File: config.mk
export PLATFORM = sky130hd
export DESIGN_NAME = inst_mem_loader_flat
export DESIGN_NICKNAME = d
export VERILOG_FILES = /design/src/rtl/inst_mem_loader_if.sv /design/src/rtl/inst_mem_loader.sv /design/src/flat_wrapper.sv
export SDC_FILE = /design/constraint.sdc
export NUM_CORES = 1
export LEC_CHECK = 0
export ABC_AREA = 1
export CAP_MARGIN = 20
export CELL_PAD_IN_SITES_DETAIL_PLACEMENT = 1
export CELL_PAD_IN_SITES_GLOBAL_PLACEMENT = 2
export CORE_MARGIN = 4
export CORE_UTILIZATION = 30
export CTS_BUF_LIST = sky130_fd_sc_hd__clkbuf_8
export CTS_CLUSTER_SIZE = 10
export DETAILED_ROUTE_END_ITERATION = 12
export HOLD_SLACK_MARGIN = 0.02
export PLACE_DENSITY = 0.75
export SLEW_MARGIN = 15
export SYNTH_ARGS = -nofsm -noshare
export SYNTH_HDL_FRONTEND = slang
export SYNTH_SLANG_ARGS = --single-unit
File: constraint.sdc
create_clock -name CLK -period 1.4 [get_ports CLK]
set_input_delay 0.28 -clock CLK [delete_from_list [all_inputs] [get_ports CLK]]
set_output_delay 0.28 -clock CLK [all_outputs]
set_load 0.005 [all_outputs]
File: src/rtl/inst_mem_loader_if.sv
// Byte-stream input and instruction-memory write port of the loader.
// master = loader side, slave = host link / memory side.
interface inst_mem_loader_if #(
    parameter int unsigned ADDR_W = 32
);
    logic              in_valid;
    logic [7:0]        in_data;
    logic              in_ready;
    logic              mem_we;
    logic [ADDR_W-1:0] mem_addr;
    logic [31:0]       mem_wdata;
    logic              mem_ack;

    modport master (
        input  in_valid, in_data, mem_ack,
        output in_ready, mem_we, mem_addr, mem_wdata
    );

    modport slave (
        output in_valid, in_data, mem_ack,
        input  in_ready, mem_we, mem_addr, mem_wdata
    );
endinterface

File: src/rtl/inst_mem_loader.sv
// Instruction-memory loader: turns a length-prefixed byte stream into 32-bit words,
// writes them to instruction RAM and holds the core in reset until the image is in.
module inst_mem_loader #(
    parameter int unsigned       ADDR_W    = 32,
    parameter int unsigned       MEM_WORDS = 1024,
    parameter logic [ADDR_W-1:0] BASE_ADDR = '0
) (
    input  logic              CLK,
    input  logic              RST_N,
    input  logic              start,
    inst_mem_loader_if.master bus,
    output logic              busy,
    output logic              done,
    output logic              err,
    output logic              cpu_rst
);

    typedef enum logic [2:0] {
        ST_HDR,
        ST_LOAD,
        ST_WRITE,
        ST_DONE,
        ST_ERR
    } state_t;

    state_t      state;
    state_t      state_next;
    logic [1:0]  byte_cnt;
    logic [23:0] hdr_lo;
    logic [31:0] remaining;
    logic [31:0] word_cnt;
    logic        accept;
    logic        last_byte;
    logic        write_fire;

    always_comb begin
        accept     = bus.in_valid && bus.in_ready;
        last_byte  = accept && (byte_cnt == 2'd3);
        word_cnt   = {bus.in_data, hdr_lo};
        write_fire = bus.mem_we && bus.mem_ack;
        state_next = state;
        case (state)
            ST_HDR: begin
                if (last_byte) begin
                    if (word_cnt == '0)
                        state_next = ST_DONE;
                    else if (word_cnt > MEM_WORDS)
                        state_next = ST_ERR;
                    else
                        state_next = ST_LOAD;
                end
            end
            ST_LOAD: begin
                if (last_byte)
                    state_next = ST_WRITE;
            end
            ST_WRITE: begin
                if (write_fire)
                    state_next = (remaining == 32'd1) ? ST_DONE : ST_LOAD;
            end
            ST_DONE, ST_ERR: begin
                if (start)
                    state_next = ST_HDR;
            end
            default: state_next = ST_HDR;
        endcase
    end

    always_ff @(posedge CLK or negedge RST_N) begin
        if (!RST_N)
            state <= ST_HDR;
        else
            state <= state_next;
    end

    // Status outputs are registered from the next state so they change on the same edge as state.
    always_ff @(posedge CLK or negedge RST_N) begin
        if (!RST_N) begin
            bus.in_ready  <= 1'b0;
            bus.mem_we    <= 1'b0;
            bus.mem_addr  <= BASE_ADDR;
            bus.mem_wdata <= '0;
            busy          <= 1'b1;
            done          <= 1'b0;
            err           <= 1'b0;
            cpu_rst       <= 1'b1;
            byte_cnt      <= '0;
            hdr_lo        <= '0;
            remaining     <= '0;
        end else begin
            bus.in_ready <= (state_next == ST_HDR) || (state_next == ST_LOAD);
            busy         <= (state_next == ST_HDR) || (state_next == ST_LOAD) ||
                            (state_next == ST_WRITE);
            done         <= (state_next == ST_DONE);
            err          <= (state_next == ST_ERR);
            cpu_rst      <= (state_next != ST_DONE);
            if (accept)
                byte_cnt <= byte_cnt + 2'd1;
            case (state)
                // Header shifts in from the top (little-endian count); payload shifts in
                // from the bottom so the first byte ends up in [31:24].
                ST_HDR: begin
                    if (accept) begin
                        hdr_lo <= {bus.in_data, hdr_lo[23:8]};
                        if (last_byte)
                            remaining <= word_cnt;
                    end
                end
                ST_LOAD: begin
                    if (accept) begin
                        bus.mem_wdata <= {bus.mem_wdata[23:0], bus.in_data};
                        if (last_byte)
                            bus.mem_we <= 1'b1;
                    end
                end
                ST_WRITE: begin
                    if (write_fire) begin
                        bus.mem_we   <= 1'b0;
                        bus.mem_addr <= bus.mem_addr + ADDR_W'(4);
                        remaining    <= remaining - 32'd1;
                    end
                end
                ST_DONE, ST_ERR: begin
                    if (start) begin
                        bus.mem_addr <= BASE_ADDR;
                        byte_cnt     <= '0;
                    end
                end
                default: ;
            endcase
        end
    end

endmodule
File: src/flat_wrapper.sv
// flat-port wrapper written by rule: the top's interface ports become plain ports
module inst_mem_loader_flat 
#(
    parameter int unsigned       ADDR_W    = 32,
    parameter int unsigned       MEM_WORDS = 1024,
    parameter logic [ADDR_W-1:0] BASE_ADDR = '0
)
  (CLK, RST_N, start, busy, done, err, cpu_rst, bus_in_valid, bus_in_data, bus_mem_ack, bus_in_ready, bus_mem_we, bus_mem_addr, bus_mem_wdata);
  inst_mem_loader_if #(.ADDR_W(ADDR_W)) bus_i ();
  input  logic CLK;
  input  logic RST_N;
  input  logic start;
  output logic busy;
  output logic done;
  output logic err;
  output logic cpu_rst;
  input wire logic [$bits(bus_i.in_valid)-1:0] bus_in_valid;
  input wire logic [$bits(bus_i.in_data)-1:0] bus_in_data;
  input wire logic [$bits(bus_i.mem_ack)-1:0] bus_mem_ack;
  output wire logic [$bits(bus_i.in_ready)-1:0] bus_in_ready;
  output wire logic [$bits(bus_i.mem_we)-1:0] bus_mem_we;
  output wire logic [$bits(bus_i.mem_addr)-1:0] bus_mem_addr;
  output wire logic [$bits(bus_i.mem_wdata)-1:0] bus_mem_wdata;
  assign bus_i.in_valid = bus_in_valid;
  assign bus_i.in_data = bus_in_data;
  assign bus_i.mem_ack = bus_mem_ack;
  assign bus_in_ready = bus_i.in_ready;
  assign bus_mem_we = bus_i.mem_we;
  assign bus_mem_addr = bus_i.mem_addr;
  assign bus_mem_wdata = bus_i.mem_wdata;
  inst_mem_loader #(.ADDR_W(ADDR_W), .MEM_WORDS(MEM_WORDS), .BASE_ADDR(BASE_ADDR)) u_core (.CLK(CLK), .RST_N(RST_N), .start(start), .bus(bus_i), .busy(busy), .done(done), .err(err), .cpu_rst(cpu_rst));
endmodule
; ---- After elaboration in Yosys (flattened, before gate mapping)
; Cells that the tools add are included.
; Widths: inputs -> output; s select.
[classes]
order_cmp = 1
n_reduce_logical = 17
n_mux = 22
n_eq_ne = 17
n_addsub = 3
[ops]
columns = operator, n
row1 = $mux 32, 5
row2 = $pmux 32 s2, 2
row3 = $add 32x3->32 const B, 1
row4 = $eq 32x1->1 const B, 1
row5 = $gt 32x11->1 const B, 1
row6 = $logic_not 32->1, 1
row7 = $sub 32x1->32 const B, 1
row8 = $mux 3, 6
row9 = $eq 3x2->1 const B, 4
row10 = $pmux 3 s4, 1
row11 = $ne 2x1->1 const B, 5
row12 = $mux 2, 4
row13 = $reduce_and 4->1, 2
row14 = $eq 3x1->1 const B, 2
row15 = $eq 3x3->1 const B, 2
row16 = $logic_not 3->1, 2
row17 = $reduce_bool 2->1, 3
row18 = $reduce_and 2->1, 2
row19 = $logic_and 1x1->1, 3
row20 = $mux 1, 3
row21 = $ne 3x2->1 const B, 1
row22 = $reduce_and 3->1, 1
row23 = $add 2x1->2 const B, 1
row24 = $eq 2x2->1 const B, 1
row25 = other kinds (4), 5
[word_totals]
regBits = 131
out_inout_bits = 70
in_bits = 13

; ---- Depth between registers and ports, before layout
[depth]
ltp_word = 8
depth_mapped = 12

; ---- Worst setup path after synthesis
; No wires, ideal clock.
[synth_path]
path_type = register to register
startpoint = reg u_core.remaining[0]
endpoint = reg u_core.remaining[18]
setup_time_ps = 126
arrival_ps = 1385
setup_slack_ps = -111
path_stages_with_launch = 10
path_cell_list = dfrtp_1 -> inv_1 -> ha_1 -> nand2_2 -> nor2_1 -> nand2_1 -> nor2_2 -> nand2_1 -> o21ai_0 -> a21oi_1
[synth_via]
elab_chain_cells = 3
[synth_lines]
columns = item, line
row1 = start: declaration, inst_mem_loader.sv:30  ; logic [31:0] remaining;
row2 = start signal: assignment, inst_mem_loader.sv:106  ; remaining <= word_cnt;
row3 = start signal: assignment, inst_mem_loader.sv:120  ; remaining <= remaining - 32'd1;
row4 = $sub 32x1->32, inst_mem_loader.sv:120
row5 = $mux 32, inst_mem_loader.sv:117  ; if (write_fire) begin
row6 = $pmux 32 s2, inst_mem_loader.sv:99  ; case (state)
; No other way between the ends. The select of a mux whose other input is x is not followed.
; A chain may end at the register's enable or synchronous reset.

; ---- Final worst setup path
[layout_path]
startpoint = reg u_core.bus.mem_addr[3]
endpoint = reg u_core.bus.mem_addr[24]
[layout_via]
elab_chain_cells = 3
[layout_lines]
columns = item, line
row1 = start: declaration, inst_mem_loader_if.sv:16  ; output in_ready, mem_we, mem_addr, mem_wdata
row2 = start signal: assignment, inst_mem_loader.sv:119  ; bus.mem_addr <= bus.mem_addr + ADDR_W'(4);
row3 = $add 32x3->32, inst_mem_loader.sv:119
row4 = $mux 32, inst_mem_loader.sv:117
row5 = $pmux 32 s2, inst_mem_loader.sv:99
; No other way between the ends. The select of a mux whose other input is x is not followed.

==> flow_metrics.tcl <==
set metrics [dict create \
    path_cells "buf_4, buf_6, ha_4, nand2_4, nor2_4, nand4_1, or2_0, nand4_1, o21ai_1" \
    final_cell_area_mm2 0.0138 \
    r2r_slack_ns -0.52 \
    post-route-period-util 1.37 \
    start_util 0.307 \
    synth_cell_type_count 40 \
    path_clk_slew_ns 0.11 \
    placed_cell_area_mm2 0.00990 \
    setup_slack_ns -0.525 \
    layout_common_cells "262 x buf_4, 142 x nand2_1, 118 x buf_6" \
    antenna_found_initial 0 \
    drive_gt1_frac 0.580 \
    fin_crit_ns 1.92 \
    finalSetupViolations 156 \
    path_common_cell "nand4_1" \
    violations "negative setup slack" \
    final_nets 1434 \
    ys.flop_type "dfrtp_1" \
    gp_congestion 0.815 \
    cts_sinks 129 \
    place_hpwl_um 19500 \
    worstSetupEndpoint "u_core.bus.mem_addr[24]" \
    route.detailed.drc 0 \
    max-vdd-ir-drop_uv 760 \
    grt_pass1_wl_um 52600 \
    path_depth 9 \
    p_leak_uw 0.00674 \
    vias 9008 \
    startpoint "u_core.bus.mem_addr[3]" \
    p_per_area_mw_per_mm2 1410 \
    synth_cells 948 \
    viasPerCell 5.17 \
    ys_seq_area_frac 0.460 \
    final_common_cell "buf_4" \
    post_drt_wl_per_cell_um 22.9 \
    synth_edf_count 0 \
    synth_area_mm2 0.00702 \
    placed_cells 1535 \
    cts_tree "yes" \
    r2r-start "u_core.bus.mem_addr[3]" \
    crit_path_max_fanout 5 \
    start_kind "flop" \
    cpPeakStageDelay_ns 0.43 \
    grt_max_degree 31 \
    r2r-end "u_core.bus.mem_addr[24]" \
    cp_num_buf_inv 2 \
    skew_ns 0.0263 \
    dieArea_mm2 0.0259 \
    cp_slowest_cell "dfrtp_1" \
    first_global_vias 9359 \
    critPathKind "flop to flop" \
    final_cells 1743 \
    rsz0062_at_grt "true" \
    crit_family "simple AND/OR/NAND/NOR gates" \
    track_usage 0.258 \
    synth_area_leader_cell "dfrtp_1" \
    fmax_mhz 520 \
    slew_viol_final 0 \
    routed_wl_um 39800 \
    synth_seq_cells 129 \
    hp-class "input port to async pin" \
    clock_latency_ns 0.49 \
    cts_buffers 17 \
    num_io_pins 83 \
    die_w_um 161 \
    cp_data_required_time_ns 1.78 \
    syn_to_final_growth_pct 97.0 \
    async_flop_share 1.00 \
    htree_levels 4 \
    cts_buffer_depth 2 \
    critPathArrivalTime_ns 2.31 \
    crit_path_end_kind "flop" \
    yosysTopAreaCellShare 0.453 \
    gr-total-overflow 0 \
    ys_warn_count 0 \
    maxCapViolCount 0 \
    drt_iter0_drc 650 \
    num_antenna_cells 0 \
    hold_violations 0 \
    die_h_um 161 \
    postRouteAntennaNets 0 \
    core_mm2 0.0228 \
    rows 55 \
    netlist_top_cells_area "dfrtp_1 45%, nand2_1 12%, o21ai_0 7.1%, nor2_1 6.6%, inv_1 6.3%" \
    port_buffers 80 \
    first_pass_iters 8 \
    clockRootBuffer "clkbuf_8" \
    syn_area_per_cell_um2 7.40 \
    reg2regPathDepth 9 \
    status "complete, but fails checks" \
]
[worst min path at each step]
| stage | start | to | slack, ns |
|---|---|---|---|
| 2_1_floorplan | RST_N | u_core.bus.in_ready | -0.02 |
| 3_3_place_gp | RST_N | u_core.bus.mem_wdata[22] | 0.17 |
| 3_5_place_dp | RST_N | u_core.bus.mem_wdata[22] | 0.17 |
| 4_1_cts | RST_N | u_core.bus.mem_wdata[24] | 0.23 |
| 5_1_grt | RST_N | u_core.bus.mem_wdata[22] | 0.24 |
| 6_report | RST_N | u_core.bus.mem_wdata[22] | 0.21 |
[report_power, final]
part           switching [uW]  internal [uW]  total, uW
Sequential               1140           4840       5980
Clock                    1990           1530       3510
Combinational            5120           4900      10000
[cell type report]
type	instances	area, um2
repair buffers	479	4620
clock inverters	14	146
fillers	2584	9020
clock buffers	18	248
inverters	121	505
multi-input cells	669	4670
well taps	313	392
flip-flops and latches	129	3250
[synthesized netlist by cell type (10+ instances only)]
cell type,count
nand3_1,46
buf_2,16
o21ai_0,99
nand4_1,27
nand2_1,231
dfrtp_1,127
nor2_1,124
inv_1,117
mux2_2,10
a21oi_1,47
nor3_1,17
[metal layers]
| layer | vias to the layer above | global-route usage | share of wire |
|---|---|---|---|
| met5 | - | 0 | 0 |
| met4 | 0 | 0.0993 | 0.042 |
| li1 | 4015 | - | - |
| met2 | 304 | 0.458 | 0.53 |
| met3 | 139 | 0.0418 | 0.040 |
| met1 | 4550 | 0.314 | 0.39 |
[repair_timing]
action | CTS | global route
cloned | 11 | 5
setup endpoints to repair | 190 | 181
gates resized for setup | 610 | 296
setup buffers | 106 | 80
hold buffers | 1 | 0
endpoints found under the hold margin | 120 | 0
pin swaps | 95 | 68
[worst reg2reg max path, stage by stage, from the launching register on]
cell     delay (ns)
dfrtp_1        0.43
buf_4          0.15
buf_6          0.09
ha_4           0.18
nand2_4        0.08
nor2_4         0.18
nand4_1        0.24
or2_0          0.32
nand4_1        0.08
o21ai_1        0.06
[registers in the layout (all words and copies together) (netlist names)]
register / flops
u_core.bus.in_ready: 1
u_core.hdr_lo: 24
u_core.bus.mem_we: 1
u_core.byte_cnt: 2
u_core.busy: 1
u_core.bus.mem_wdata: 32
u_core.remaining: 32
u_core.cpu_rst: 1
u_core.bus.mem_addr: 30
u_core.err: 1
u_core.state: 3
u_core.done: 1
[per-stage QoR]
step / setup TNS (ns) / hold slack [ns] / setup slack (ns) / util / total power, uW
finish: -36.87 / 0.212 / -0.525 / 0.605 / 19500
global route: -45.02 / 0.240 / -0.560 / 0.605 / 20400
CTS: -14.60 / 0.229 / -0.235 / 0.552 / 17400
detailed placement: -46.09 / 0.173 / -0.619 / 0.433 / 12100
global placement: -40.14 / 0.174 / -0.554 / 0.433 / 11900
floorplan: -0.0447 / -0.0156 / -0.0214 / - / 8110
[cells by family after synthesis]
group / count (synthesis) / synth area share
mux: 11 / 0.0175
buf+inv: 151 / 0.0868
xor+xnor: 9 / 0.0112
fa+ha+maj: 4 / 0.00713
compound gates: 169 / 0.124
flops: 129 / 0.460
simple gates: 474 / 0.292
other cells: 1 / 0.000534
No activity file was read; power rests on OpenSTA's default activity.
